===== src/rtl/axi4_accel_slave.sv =====
// rtl/axi4_accel_slave.sv - AXI4 INCR burst slave fronting a compute core
// Holds NIN operand beats for the core, returns NOUT result beats plus a status beat.
module axi4_accel_slave #(
  parameter int DSZ  = 8,
  parameter int ASZ  = 4,
  parameter int NIN  = 8,
  parameter int NOUT = 8,
  parameter int LSZ  = 4
) (
  input  logic                 clk,
  input  logic                 rst,
  input  logic [ASZ-1:0]       awaddr,
  input  logic [LSZ-1:0]       awlen,
  input  logic                 awvalid,
  output logic                 awready,
  input  logic [DSZ-1:0]       wdata,
  input  logic                 wvalid,
  output logic                 wready,
  input  logic                 wlast,
  output logic [1:0]           bresp,
  output logic                 bvalid,
  input  logic                 bready,
  input  logic [ASZ-1:0]       araddr,
  input  logic [LSZ-1:0]       arlen,
  input  logic                 arvalid,
  output logic                 arready,
  output logic [DSZ-1:0]       rdata,
  output logic [1:0]           rresp,
  output logic                 rvalid,
  output logic                 rlast,
  input  logic                 rready,
  output logic [NIN*DSZ-1:0]   core_a,
  input  logic [NOUT*DSZ-1:0]  core_res,
  output logic                 core_start,
  input  logic                 core_ready
);

  typedef enum logic [1:0] {W_ADDR, W_DATA, W_RESP} wstate_t;
  typedef enum logic [1:0] {R_ADDR, R_WAIT, R_DATA} rstate_t;

  localparam logic [ASZ-1:0] CTRL_ADDR = ASZ'(NIN);
  localparam logic [ASZ-1:0] STAT_ADDR = ASZ'(NOUT);

  wstate_t              wstate, wstate_nx;
  logic [ASZ-1:0]       waddr;
  logic [LSZ-1:0]       wcnt;
  logic                 werr;
  logic [NIN*DSZ-1:0]   core_a_q;
  logic                 start_q;
  logic                 busy;
  logic                 seen_low;

  rstate_t              rstate, rstate_nx;
  logic [ASZ-1:0]       raddr;
  logic [LSZ-1:0]       rcnt;
  logic [DSZ-1:0]       rdata_q;
  logic [1:0]           rresp_q;
  logic [ASZ-1:0]       sel_addr;
  logic [DSZ-1:0]       dec_data;
  logic [1:0]           dec_resp;

  logic w_hs, beat_last, ctrl_start, start_ok, start_rej, beat_bad;

  assign core_a     = core_a_q;
  assign core_start = start_q;
  assign bresp      = bvalid ? {werr, 1'b0} : 2'b00;
  assign rdata      = rdata_q;
  assign rresp      = rresp_q;
  assign rlast      = rvalid && (rcnt == '0);

  assign w_hs       = wvalid && wready;
  assign beat_last  = (wcnt == '0);
  assign ctrl_start = w_hs && (waddr == CTRL_ADDR) && wdata[0];
  assign start_ok   = ctrl_start && core_ready;
  assign start_rej  = ctrl_start && !core_ready;
  assign beat_bad   = (waddr > CTRL_ADDR) || (wlast != beat_last) || start_rej;

  always_comb begin
    wstate_nx = wstate;
    awready   = 1'b0;
    wready    = 1'b0;
    bvalid    = 1'b0;
    case (wstate)
      W_ADDR: begin
        awready = 1'b1;
        if (awvalid) wstate_nx = W_DATA;
      end
      W_DATA: begin
        wready = 1'b1;
        if (wvalid && beat_last) wstate_nx = W_RESP;
      end
      W_RESP: begin
        bvalid = 1'b1;
        if (bready) wstate_nx = W_ADDR;
      end
      default: wstate_nx = W_ADDR;
    endcase
  end

  always_ff @(posedge clk) begin
    if (rst) begin
      wstate   <= W_ADDR;
      waddr    <= '0;
      wcnt     <= '0;
      werr     <= 1'b0;
      core_a_q <= '0;
      start_q  <= 1'b0;
      busy     <= 1'b0;
      seen_low <= 1'b0;
    end else begin
      wstate  <= wstate_nx;
      start_q <= start_ok;
      if (awvalid && awready) begin
        waddr <= awaddr;
        wcnt  <= awlen;
        werr  <= 1'b0;
      end
      if (w_hs) begin
        waddr <= waddr + ASZ'(1);
        wcnt  <= wcnt - LSZ'(1);
        if (beat_bad) werr <= 1'b1;
        for (int i = 0; i < NIN; i++) begin
          if (waddr == ASZ'(i)) core_a_q[i*DSZ +: DSZ] <= wdata;
        end
      end
      // Busy spans one full core run: core_ready must drop and then return.
      if (start_ok) begin
        busy     <= 1'b1;
        seen_low <= 1'b0;
      end else if (busy) begin
        if (!core_ready) begin
          seen_low <= 1'b1;
        end else if (seen_low) begin
          busy     <= 1'b0;
          seen_low <= 1'b0;
        end
      end
    end
  end

  always_comb begin
    case (rstate)
      R_WAIT:  sel_addr = raddr;
      R_DATA:  sel_addr = raddr + ASZ'(1);
      default: sel_addr = araddr;
    endcase
  end

  always_comb begin
    dec_data = '0;
    dec_resp = 2'b00;
    for (int j = 0; j < NOUT; j++) begin
      if (sel_addr == ASZ'(j)) dec_data = core_res[j*DSZ +: DSZ];
    end
    if (sel_addr == STAT_ADDR) begin
      dec_data = DSZ'({busy, core_ready});
    end else if (sel_addr > STAT_ADDR) begin
      dec_resp = 2'b10;
    end
  end

  always_comb begin
    rstate_nx = rstate;
    arready   = 1'b0;
    rvalid    = 1'b0;
    case (rstate)
      R_ADDR: begin
        arready = 1'b1;
        if (arvalid) begin
          if (core_ready || ((araddr == STAT_ADDR) && (arlen == '0))) rstate_nx = R_DATA;
          else rstate_nx = R_WAIT;
        end
      end
      R_WAIT: begin
        if (core_ready) rstate_nx = R_DATA;
      end
      R_DATA: begin
        rvalid = 1'b1;
        if (rready && (rcnt == '0)) rstate_nx = R_ADDR;
      end
      default: rstate_nx = R_ADDR;
    endcase
  end

  always_ff @(posedge clk) begin
    if (rst) begin
      rstate  <= R_ADDR;
      raddr   <= '0;
      rcnt    <= '0;
      rdata_q <= '0;
      rresp_q <= 2'b00;
    end else begin
      rstate <= rstate_nx;
      case (rstate)
        R_ADDR: begin
          if (arvalid) begin
            raddr <= araddr;
            rcnt  <= arlen;
            if (rstate_nx == R_DATA) begin
              rdata_q <= dec_data;
              rresp_q <= dec_resp;
            end
          end
        end
        R_WAIT: begin
          if (core_ready) begin
            rdata_q <= dec_data;
            rresp_q <= dec_resp;
          end
        end
        R_DATA: begin
          if (rready) begin
            if (rcnt == '0) begin
              rdata_q <= '0;
              rresp_q <= 2'b00;
            end else begin
              raddr   <= raddr + ASZ'(1);
              rcnt    <= rcnt - LSZ'(1);
              rdata_q <= dec_data;
              rresp_q <= dec_resp;
            end
          end
        end
        default: ;
      endcase
    end
  end

endmodule


===== config.mk =====
export PLATFORM = sky130hd
export DESIGN_NAME = axi4_accel_slave
export DESIGN_NICKNAME = d
export VERILOG_FILES = /design/src/rtl/axi4_accel_slave.sv
export SDC_FILE = /design/constraint.sdc
export NUM_CORES = 1
export LEC_CHECK = 0
export ABC_AREA = 1
export BUFFER_PORTS_ARGS = -buffer_cell sky130_fd_sc_hd__buf_2
export CAP_MARGIN = 30
export CORE_UTILIZATION = 45
export CTS_BUF_LIST = sky130_fd_sc_hd__clkbuf_8 sky130_fd_sc_hd__clkbuf_16
export DETAILED_ROUTE_END_ITERATION = 7
export PLACE_DENSITY_LB_ADDON = 0.3
export SETUP_SLACK_MARGIN = 0.05
export SYNTH_ARGS = -nofsm -noshare
export SYNTH_HDL_FRONTEND = slang
export SYNTH_SLANG_ARGS = --single-unit

===== constraint.sdc =====
create_clock -name clk -period 1.9 [get_ports clk]
set_input_delay 0.19 -clock clk [delete_from_list [all_inputs] [get_ports clk]]
set_output_delay 0.19 -clock clk [all_outputs]
set_load 0.02 [all_outputs]

==> reports/qor.csv, run 1 <==
metric,value,unit
status,finished with violations,
failing checks,negative setup slack,
Sw Share,0.357,
post-synthesis mux area share,0,
Post-Synth XOR/XNOR Area,0.00181,
DIE WIDTH,106,um
flip-flop and latch area,1950,sq um
layout cells sized above 1,0.361,
Max IR drop VDD,0.393,mV
Pleak,0.00352,uW
hold slack,0.0808,ns
area occupied by multi-input gates,2740,sq um
routed via count,5446,
Final Hold Fails,0,
Critical Path Fanout Max,4,
Post-Synth Adder-Cell Area,0.0310,
gr ovfl total,0,
Die Y,106,um
WP data required,2.16,ns
"wirelength, routed",14.9,mm
post-route clock period utilization,1.07,
most numerous cell in the Yosys netlist,nor2_1,
mapped cell area,4840,sq um
fin cells,1092,
"top cells by count, synth","169 x nor2_1, 125 x nand2_1, 97 x dfxtp_1",
Final #Nets,1060,
Hold Crit Start,arlen[0],
critical path type,flop to flop,
ys flop type,dfxtp_1,
synth warn,0,
fin area,6830,sq um
CTS HTree Levels,3,
worst skew pair latency,0.37,ns
Synth Instances,721,
port buffer count,177,
Netlist cell types,37,
largest family of logic cells by synthesized area,simple AND/OR/NAND/NOR gates,
"FF+latch count, synth",97,
Final GP Congestion,0.989,
CP endpoint kind,flop,
minimum setup slack among reg-to-reg paths,-0.14,ns
WHS Path Cells,3,
HP Class,input pin to flop,
sequential fraction of the synthesis area,0.401,
placed cells,1065,
synthesized area per cell,6.72,sq um
"area leader, netlist",dfxtp_1,
row count,37,
"Slew Viols, Final",0,
combinational power share,0.345,
number of iterations in the first detailed-routing pass,7,
largest net degree at the start of global routing,72,
Setup Viol. Count Final,8,
internal power,3630,uW
Max Root-Sink Buffers,2,
critical path startpoint category,flop,
worst-path cell with the longest stage delay,dfxtp_4,
ANT nets after route,0,
Iteration-0 DRC Markers,313,
Vias/cell,4.99,
first-pass GRT wire length,23.4,mm
Root Driver,clkbuf_8,
die area,11200,sq um
arrival time at the worst endpoint,2.30,ns
clock buffer count from CTS,9,
cell with the most instances on the worst path,nand2_1,
"Reg clk slew, reported paths",0.11,ns
hold-critical path endpoint,rcnt[0]$_SDFFE_PP0P_,
unrepaired setup endpoints after global routing,true,
final worst path period need,2.04,ns
initial antenna violation count,0,
clk sinks,97,
Sw Pwr,2010,uW
Max Clock Skew,0.0119,ns
Reg2Reg Depth,12,
f_max,490,MHz
maxcap violations,0,
# fillers,931,
area share of and/or/nand/nor cells after synthesis,0.319,
ys async rst share,0,
register share of total power,0.397,
ranking of synthesized cells by area,"dfxtp_1 40%, nor2_1 13%, nand2_1 9.7%",
DP HPWL,10.9,mm
number of synthesized flops with an enable pin,0,
global-route usage over all layers,0.260,
DRC,0,
Compound-Gate Fraction of Synth Area,0.160,
Reg-to-Reg End,rdata[0]$_SDFFE_PP0P_,
CP cell instances,inv_4 > ha_4 > buf_4 > nand2_1 > nand2_1 > nor2_2 > nand3_1 > or2_2 > nand2_1 > nand2_1 > nand2_1 > a21oi_2,
area share of the largest cell type after synthesis,0.401,
"Worst Setup Slack, final",-0.142,ns
Area Growth Syn to Fin,41.0,%
Clock power frac,0.257,
pwr/cell area,827,nW/um^2
placed cell areas,6270,sq um
I/O pins,180,
CTS tree,yes,
R2R Path Start,rstate[1]$_SDFF_PP0_,
vias in the first global route,4903,
Inserted Diodes,0,
Initial Util,0.467,
Core ar.,10400,sq um
Routed WL per cell,13.6,um
Crit path largest cell delay,0.39,ns
-- how the worst max path moves through the flow --
stage	from	slack (ns)	depth (start not counted)	end
floorplan	rstate[1]$_SDFF_PP0_	0.002	13	rdata[2]$_SDFFE_PP0P_
global placement	rstate[1]$_SDFF_PP0_	-0.07	17	rdata[2]$_SDFFE_PP0P_
detailed placement	rstate[1]$_SDFF_PP0_	-0.12	17	rdata[2]$_SDFFE_PP0P_
CTS	rstate[1]$_SDFF_PP0_	-0.08	17	rdata[2]$_SDFFE_PP0P_
global route	rstate[1]$_SDFF_PP0_	-0.31	17	rdata[2]$_SDFFE_PP0P_
finish	rstate[1]$_SDFF_PP0_	-0.14	12	rdata[0]$_SDFFE_PP0P_
-- through the flow --
| step | worst slack (ns) | util | power (uW) | TNS, ns |
|---|---|---|---|---|
| after floorplan | 0.00214 | - | 3280 | 0 |
| after global placement | -0.0716 | 0.605 | 3940 | -0.439 |
| after detailed placement | -0.119 | 0.605 | 3940 | -0.651 |
| after CTS | -0.0833 | 0.640 | 5490 | -0.427 |
| after global routing | -0.312 | 0.658 | 5970 | -2.13 |
| final | -0.142 | 0.658 | 5640 | -0.876 |
-- worst max-delay path, delay by kind of cell (launching register included) --
family                     cells  cell delay [ns]
buffers and inverters          2             0.19
AOI/OAI and AO/OA              1             0.05
adders and majority gates      1             0.26
DFF                            1             0.39
and+or+nand+nor                8             1.03
-- sequential cells by signal, indices dropped and copies added, names as in the netlist, 2 cells and up --
signal and flops:
wstate 2, rdata 8, raddr 4, rstate 2
waddr 4, rcnt 4, core_a 64, wcnt 4
-- routing by layer --
layer	vias up	track usage	wire length [um]
met5	-	0	0
met4	0	0.0903	422
met3	30	0.0618	1210
met2	231	0.454	7120
met1	2405	0.310	6140
li1	2780	-	-
-- logic make-up after synthesis --
group,after synthesis
compound gates,140
simple gates,364
fa+ha+maj,12
xor+xnor,1
buf+inv,106
flops,97
other cells,1
-- cells in the final DEF (no fill, tap or decap), types with 3 or more instances in the layout --
cell type and instances:
nor2_2 15, nand3_4 3, o221ai_1 4, clkbuf_8 9, nand4_1 16, nor3_1 6, nor3_2 7, nand2_1 117
nand3_2 6, nand3_1 17, inv_6 3, inv_4 3, o21ai_0 80, nor2_4 4, a21oi_1 32, nand2_4 6
buf_4 56, ha_1 8, nand2_2 8, a211oi_1 3, buf_2 176, nor2_1 156, inv_2 18, dfxtp_1 93
a31oi_1 4, a21oi_2 3, inv_1 61, ha_4 4, buf_6 6
-- area by class of cell --
class | count | area share
Multi-Input combinational cell | 519 | 0.401
Tap cell | 136 | 0.0249
Inverter | 84 | 0.0488
Sequential cell | 97 | 0.286
Clock buffer | 9 | 0.0181
Clock inverter | 7 | 0.0147
Timing Repair Buffer | 240 | 0.206
-- power groups by stage --
stage	combinational [uW]	clock [uW]	sequential, uW
2_1_floorplan	945	0	2340
3_3_place_gp	1650	0	2280
3_5_place_dp	1660	0	2280
4_1_cts	1780	1480	2240
5_1_grt	2140	1570	2260
6_report	1950	1450	2240
-- what timing repair did --
item                                    4_1_cts  5_1_grt
pin swaps                                    16       12
setup buffers                                 3        8
endpoints found under the setup margin       12       47
resized for setup                            31       41
hold buffers                                  0        0
No activity file was read; power rests on OpenSTA's default activity.
==> inputs of run 2 (changes only) <==
ABC_AREA = 0   (was 1)
==> reports/qor.csv, run 2 <==
metric,value,unit,change
Final Hold Fails,0,,unchanged
"area leader, netlist",dfxtp_1,,
Core ar.,10500,sq um,+0.89%
number of iterations in the first detailed-routing pass,7,,unchanged
DP HPWL,11.3,mm,+4.3%
port buffer count,177,,unchanged
failing checks,negative setup slack,,
layout cells sized above 1,0.384,,+0.0234
CTS tree,yes,,
critical path startpoint category,flop,,
Max Root-Sink Buffers,2,,unchanged
"top cells by count, synth","109 x nand2_1, 97 x dfxtp_1, 82 x a21oi_1",,
HP Class,input pin to flop,,
routed via count,5305,,-2.6%
gr ovfl total,0,,unchanged
"most common cell after layout, fill and taps aside",buf_2,,
"Reg clk slew, reported paths",0.10,ns,about the same
Iteration-0 DRC Markers,356,,+14%
WHS Path Cells,2,,-1
"FF+latch count, synth",97,,unchanged
Initial Util,0.468,,+0.00149
vias in the first global route,4997,,+1.9%
ANT nets after route,0,,unchanged
pwr/cell area,779,nW/um^2,-5.7%
Pleak,0.00293,uW,-17%
ranking of synthesized cells by area,"dfxtp_1 40%, a21oi_1 8.4%, nand2_1 8.3%",,
"Worst Setup Slack, final",-0.156,ns,-0.0139 ns
hold slack,0.0632,ns,-0.0176 ns
I/O pins,180,,unchanged
unrepaired setup endpoints after global routing,true,,
ys async rst share,0,,unchanged
WP data required,2.15,ns,about the same
row count,37,,unchanged
status,finished with violations,,
Routed WL per cell,16.1,um,+18%
final worst path period need,2.06,ns,+0.0139 ns
Root Driver,clkbuf_8,,
# fillers,927,,-0.43%
CP cell instances,inv_4 > ha_2 > mux2i_4 > a21o_4 > mux4_2 > mux2i_1 > o21ai_2,,
clk sinks,97,,unchanged
flip-flop and latch area,1950,sq um,about the same
Setup Viol. Count Final,9,,+1
Synth Instances,608,,-16%
most numerous cell in the Yosys netlist,nand2_1,,
max reg flops,64,,unchanged
CTS HTree Levels,3,,unchanged
Vias/cell,5.52,,+11%
critical path type,flop to flop,,
Final #Nets,930,,-12%
post-route clock period utilization,1.08,,+0.00734
worst skew pair latency,0.36,ns,about the same
ys flop type,dfxtp_1,,
DIE WIDTH,106,um,+0.60%
Netlist cell types,63,,+70%
sequential fraction of the synthesis area,0.396,,-0.00481
largest net degree at the start of global routing,90,,+25%
initial antenna violation count,0,,unchanged
share of the core filled with cells,0.647,,-0.0111
Reg2Reg Depth,7,,-5
most frequent cells in the layout,"176 x buf_2, 105 x nand2_1, 94 x dfxtp_1, 79 x a21oi_1, 70 x nand3_1",,
first-pass GRT wire length,24.2,mm,+3.7%
clock buffer count from CTS,9,,unchanged
Max Clock Skew,0.00736,ns,-0.00454 ns
Crit path largest cell delay,0.51,ns,+0.12 ns
minimum setup slack among reg-to-reg paths,-0.16,ns,about the same
maxcap violations,0,,unchanged
global-route usage over all layers,0.270,,+0.0102
number of synthesized flops with an enable pin,0,,unchanged
"Slew Viols, Final",0,,unchanged
Inserted Diodes,0,,unchanged
die area,11300,sq um,+1.2%
mapped cell area,4900,sq um,+1.2%
synth warn,0,,unchanged
Area Growth Syn to Fin,38.2,%,
Final GP Congestion,0.945,,-4.5%
DP Worst Slack,-0.237,ns,-0.118 ns
arrival time at the worst endpoint,2.30,ns,about the same
Worst-Margin Slew,0.523,ns,
"wirelength, routed",15.5,mm,+3.9%
Critical Path Fanout Max,7,,+3
area share of the largest cell type after synthesis,0.396,,-0.00481
CP endpoint kind,flop,,
DRC,0,,unchanged
f_max,486,MHz,-0.68%
Slew Limit Headroom,0.649,,
synthesized area per cell,8.06,sq um,+20%
Max IR drop VDD,0.379,mV,-3.6%
Die Y,106,um,+0.60%
area occupied by multi-input gates,2910,sq um,+6.1%
worst-path cell with the longest stage delay,mux4_2,,
[run 2: cell types whose count changed in the layout (fill, tap and decap cells not counted), sizes merged, moves of 7 or more]
cell and delta:
o21ai -66, nor2 -143, mux2i +18, a22oi +7
a21oi +45, inv -71, nand4 -14, mux4 +8
nand3 +44, buf +8, nand2 -21
[run 2: cell families (layout without fill, tap and decap cells)]
kind of cell	after synthesis	in the layout	synth area share
and+or+nand+nor	256	256	0.244
AOI/OAI and AO/OA	152	153	0.193
DFF	97	97	0.396
buffers and inverters	61	276	0.0569
muxes	26	26	0.0735
adders and majority gates	12	12	0.0306
xor gates and xnor gates	3	3	0.00536
other	1	2	0.000765
[run 2: power by group]
group | switching (uW) | leakage (uW) | internal [uW]
Sequential | 77.7 | 0.000788 | 2120
Clock | 763 | 0.0000774 | 487
Combinational | 948 | 0.00207 | 880
Total | 1790 | 0.00293 | 3490
[run 2: stage by stage]
stage | instance area (sq um) | instances | setup TNS [ns] | power, uW
after global placement | 6350 | 933 | -0.909 | 3810
after detailed placement | 6350 | 933 | -1.78 | 3870
after CTS | 6650 | 957 | -0.750 | 5210
final | 6770 | 961 | -0.825 | 5280
after floorplan | 5030 | 609 | -0.204 | 3280
after global routing | 6770 | 961 | -1.90 | 5560
[run 2: layout make-up]
class / count / area share
Multi-Input combinational cell: 452 / 0.429
Sequential cell: 97 / 0.288
Timing Repair Buffer: 248 / 0.224
Tap cell: 136 / 0.0251
Clock buffer: 9 / 0.0183
Inverter: 13 / 0.00795
Clock inverter: 6 / 0.00776
[run 2: layer usage]
layer  vias up  part of all wire  GRT usage
met1      2452              0.41      0.332
met5         -                 0          0
met4         0             0.031      0.129
met3        38             0.077     0.0540
met2       233              0.48      0.452
li1       2582                 -          -
[run 2: worst max-delay path: cells and delay by family, from the launching register on]
kind            cells  cell delay [ns]
fa+ha+maj           1             0.22
compound gates      2             0.34
mux                 3             0.94
flops               1             0.39
buf+inv             1             0.05
[run 2: timing repair]
item	4_1_cts	5_1_grt
cloned	1	0
resized for setup	16	21
hold buffers	0	0
buffers inserted	8	4
endpoints found under the setup margin	34	33
pin swaps	14	10
[run 2: path summary, 6_finish.rpt]
check	endpoint	startpoint
min	rdata[0]$_SDFFE_PP0P_	rst
min reg2reg	rdata[7]$_SDFFE_PP0P_	rdata[7]$_SDFFE_PP0P_
max	rdata[5]$_SDFFE_PP0P_	rstate[1]$_SDFF_PP0_
max reg2reg	rdata[5]$_SDFFE_PP0P_	rstate[1]$_SDFF_PP0_
==> inputs of run 3 (changes only) <==
CORE_MARGIN = 2   (was not set)
==> reports/qor.csv, run 3 (synthesis gave the netlist of run 2 again) <==
metric,value,unit,change
critical path startpoint category,flop,,
DIE WIDTH,108,um,+1.9%
clock buffer count from CTS,9,,unchanged
failing checks,negative setup slack,,
CP endpoint kind,flop,,
Hold Crit Start,awlen[0],,
global-route usage over all layers,0.270,,about the same
maxcap violations,0,,unchanged
first-pass GRT wire length,24.7,mm,+1.9%
Critical Path Fanout Max,7,,unchanged
critical path type,flop to flop,,
minimum setup slack among reg-to-reg paths,-0.18,ns,-0.03 ns
row count,38,,+2.7%
"Reg clk slew, reported paths",0.11,ns,about the same
Final Hold Fails,0,,unchanged
hold-critical path endpoint,wcnt[0]$_SDFFE_PP0P_,,
f_max,480,MHz,-1.3%
R2R Path Start,rstate[0]$_SDFF_PP0_,,
wl on met1,6.29,mm,-1.1%
fin cells,965,,+0.42%
max reg flops,64,,unchanged
Pleak,0.00296,uW,+0.82%
Vias/cell,5.53,,about the same
placed cell areas,6330,sq um,-0.28%
Final #Nets,927,,-0.32%
"Worst Setup Slack, final",-0.183,ns,-0.0273 ns
routed via count,5332,,+0.51%
post-route clock period utilization,1.10,,+0.0144
"Slew Viols, Final",0,,unchanged
number of iterations in the first detailed-routing pass,5,,-2
clk sinks,97,,unchanged
# fillers,939,,+1.3%
"most common cell after layout, fill and taps aside",buf_2,,
DR WL met2,8.13,mm,+9.1%
layout cells sized above 1,0.389,,+0.00458
placed cells,934,,+0.11%
HP Class,input pin to flop,,
ANT nets after route,0,,unchanged
Iteration-0 DRC Markers,378,,+6.2%
worst skew pair latency,0.37,ns,about the same
arrival time at the worst endpoint,2.35,ns,+0.05 ns
DP Worst Slack,-0.193,ns,+0.0437 ns
WL met3,1.22,mm,+3.4%
Max Clock Skew,0.0238,ns,+0.0164 ns
Max Root-Sink Buffers,2,,unchanged
WHS Path Cells,3,,+1
Top Metal Used,met4,,
Setup Viol. Count Final,16,,+7
Area Growth Syn to Fin,39.4,%,
Die Y,108,um,+1.9%
unrepaired setup endpoints after global routing,true,,
hold slack,0.0847,ns,+0.0215 ns
fin area,6830,sq um,+0.87%
final worst path period need,2.08,ns,+0.0273 ns
CTS HTree Levels,3,,unchanged
Initial Util,0.456,,-0.0123
DRC,0,,unchanged
Routed WL per cell,16.8,um,+4.3%
initial antenna violation count,3,,+3
gr ovfl total,0,,unchanged
Reg-to-Reg End,rdata[4]$_SDFFE_PP0P_,,
largest net degree at the start of global routing,89,,-1.1%
DP HPWL,11.9,mm,+5.4%
Root Driver,clkbuf_8,,
pwr/cell area,787,nW/um^2,+0.98%
Reg2Reg Depth,9,,+2
most frequent cells in the layout,"176 x buf_2, 105 x nand2_1, 94 x dfxtp_1, 80 x a21oi_1, 70 x nand3_1",,
port buffer count,177,,unchanged
CTS tree,yes,,
"wirelength, routed",16.2,mm,+4.8%
status,finished with violations,,
Max IR drop VDD,0.408,mV,+7.5%
WP data required,2.16,ns,about the same
Core ar.,10700,sq um,+2.7%
Final GP Congestion,0.900,,-4.7%
vias in the first global route,5220,,+4.5%
I/O pins,180,,unchanged
die area,11700,sq um,+3.8%
total power,5380,uW,+1.9%
==> run 3: metal layers <==
layer | vias up | GRT usage
li1 | 2580 | -
met1 | 2505 | 0.302
met2 | 208 | 0.474
met3 | 39 | 0.0663
met4 | 0 | 0.138
met5 | - | 0
==> run 3: critical path: stages, from the launching register on <==
cell,delay (ns)
dfxtp_4,0.38
inv_4,0.05
ha_4,0.26
buf_12,0.14
nor2_4,0.14
a21o_4,0.15
buf_12,0.12
mux4_2,0.48
mux2i_1,0.17
o21ai_1,0.09
==> run 3: worst max-delay path by stage <==
| stage | start | endpoint | slack, ns | depth (start not counted) |
|---|---|---|---|---|
| after detailed placement | rstate[0]$_SDFF_PP0_ | rdata[1]$_SDFFE_PP0P_ | -0.19 | 10 |
| after CTS | rstate[1]$_SDFF_PP0_ | rdata[6]$_SDFFE_PP0P_ | -0.14 | 10 |
| after floorplan | rstate[0]$_SDFF_PP0_ | rdata[6]$_SDFFE_PP0P_ | -0.07 | 9 |
| after global routing | rstate[0]$_SDFF_PP0_ | rdata[1]$_SDFFE_PP0P_ | -0.25 | 10 |
| after global placement | rstate[0]$_SDFF_PP0_ | rdata[1]$_SDFFE_PP0P_ | -0.16 | 10 |
| final | rstate[0]$_SDFF_PP0_ | rdata[4]$_SDFFE_PP0P_ | -0.18 | 9 |
==> run 3: where the power goes <==
part | leakage [uW] | switching, uW | internal (uW)
clock | 0.0000973 | 771 | 542
sequential | 0.000788 | 73.5 | 2120
combinational | 0.00207 | 956 | 911
total | 0.00296 | 1800 | 3580
==> run 3: cell type report <==
| type | count | area, sq um | area share |
|---|---|---|---|
| Multi-Input combinational cell | 452 | 2920 | 0.427 |
| Sequential cell | 97 | 1950 | 0.286 |
| Clock inverter | 6 | 56.3 | 0.00824 |
| Antenna cell | 2 | 5.00 | 0.000733 |
| Timing Repair Buffer | 245 | 1540 | 0.225 |
| Tap cell | 140 | 175 | 0.0256 |
| Clock buffer | 10 | 138 | 0.0202 |
| Inverter | 13 | 53.8 | 0.00788 |
==> run 3: per-stage QoR <==
stage,TNS (ns),utilization
3_5_place_dp,-1.29,0.589
4_1_cts,-1.20,0.618
5_1_grt,-3.12,0.636
3_3_place_gp,-0.732,0.589
6_report,-1.71,0.636
2_1_floorplan,-0.204,-
==> run 3: what timing repair did <==
action	4_1_cts	5_1_grt
gates cloned	1	1
pin swaps	15	10
setup buffers	3	8
resized for setup	27	22
setup endpoints to repair	18	50
hold buffers	0	0
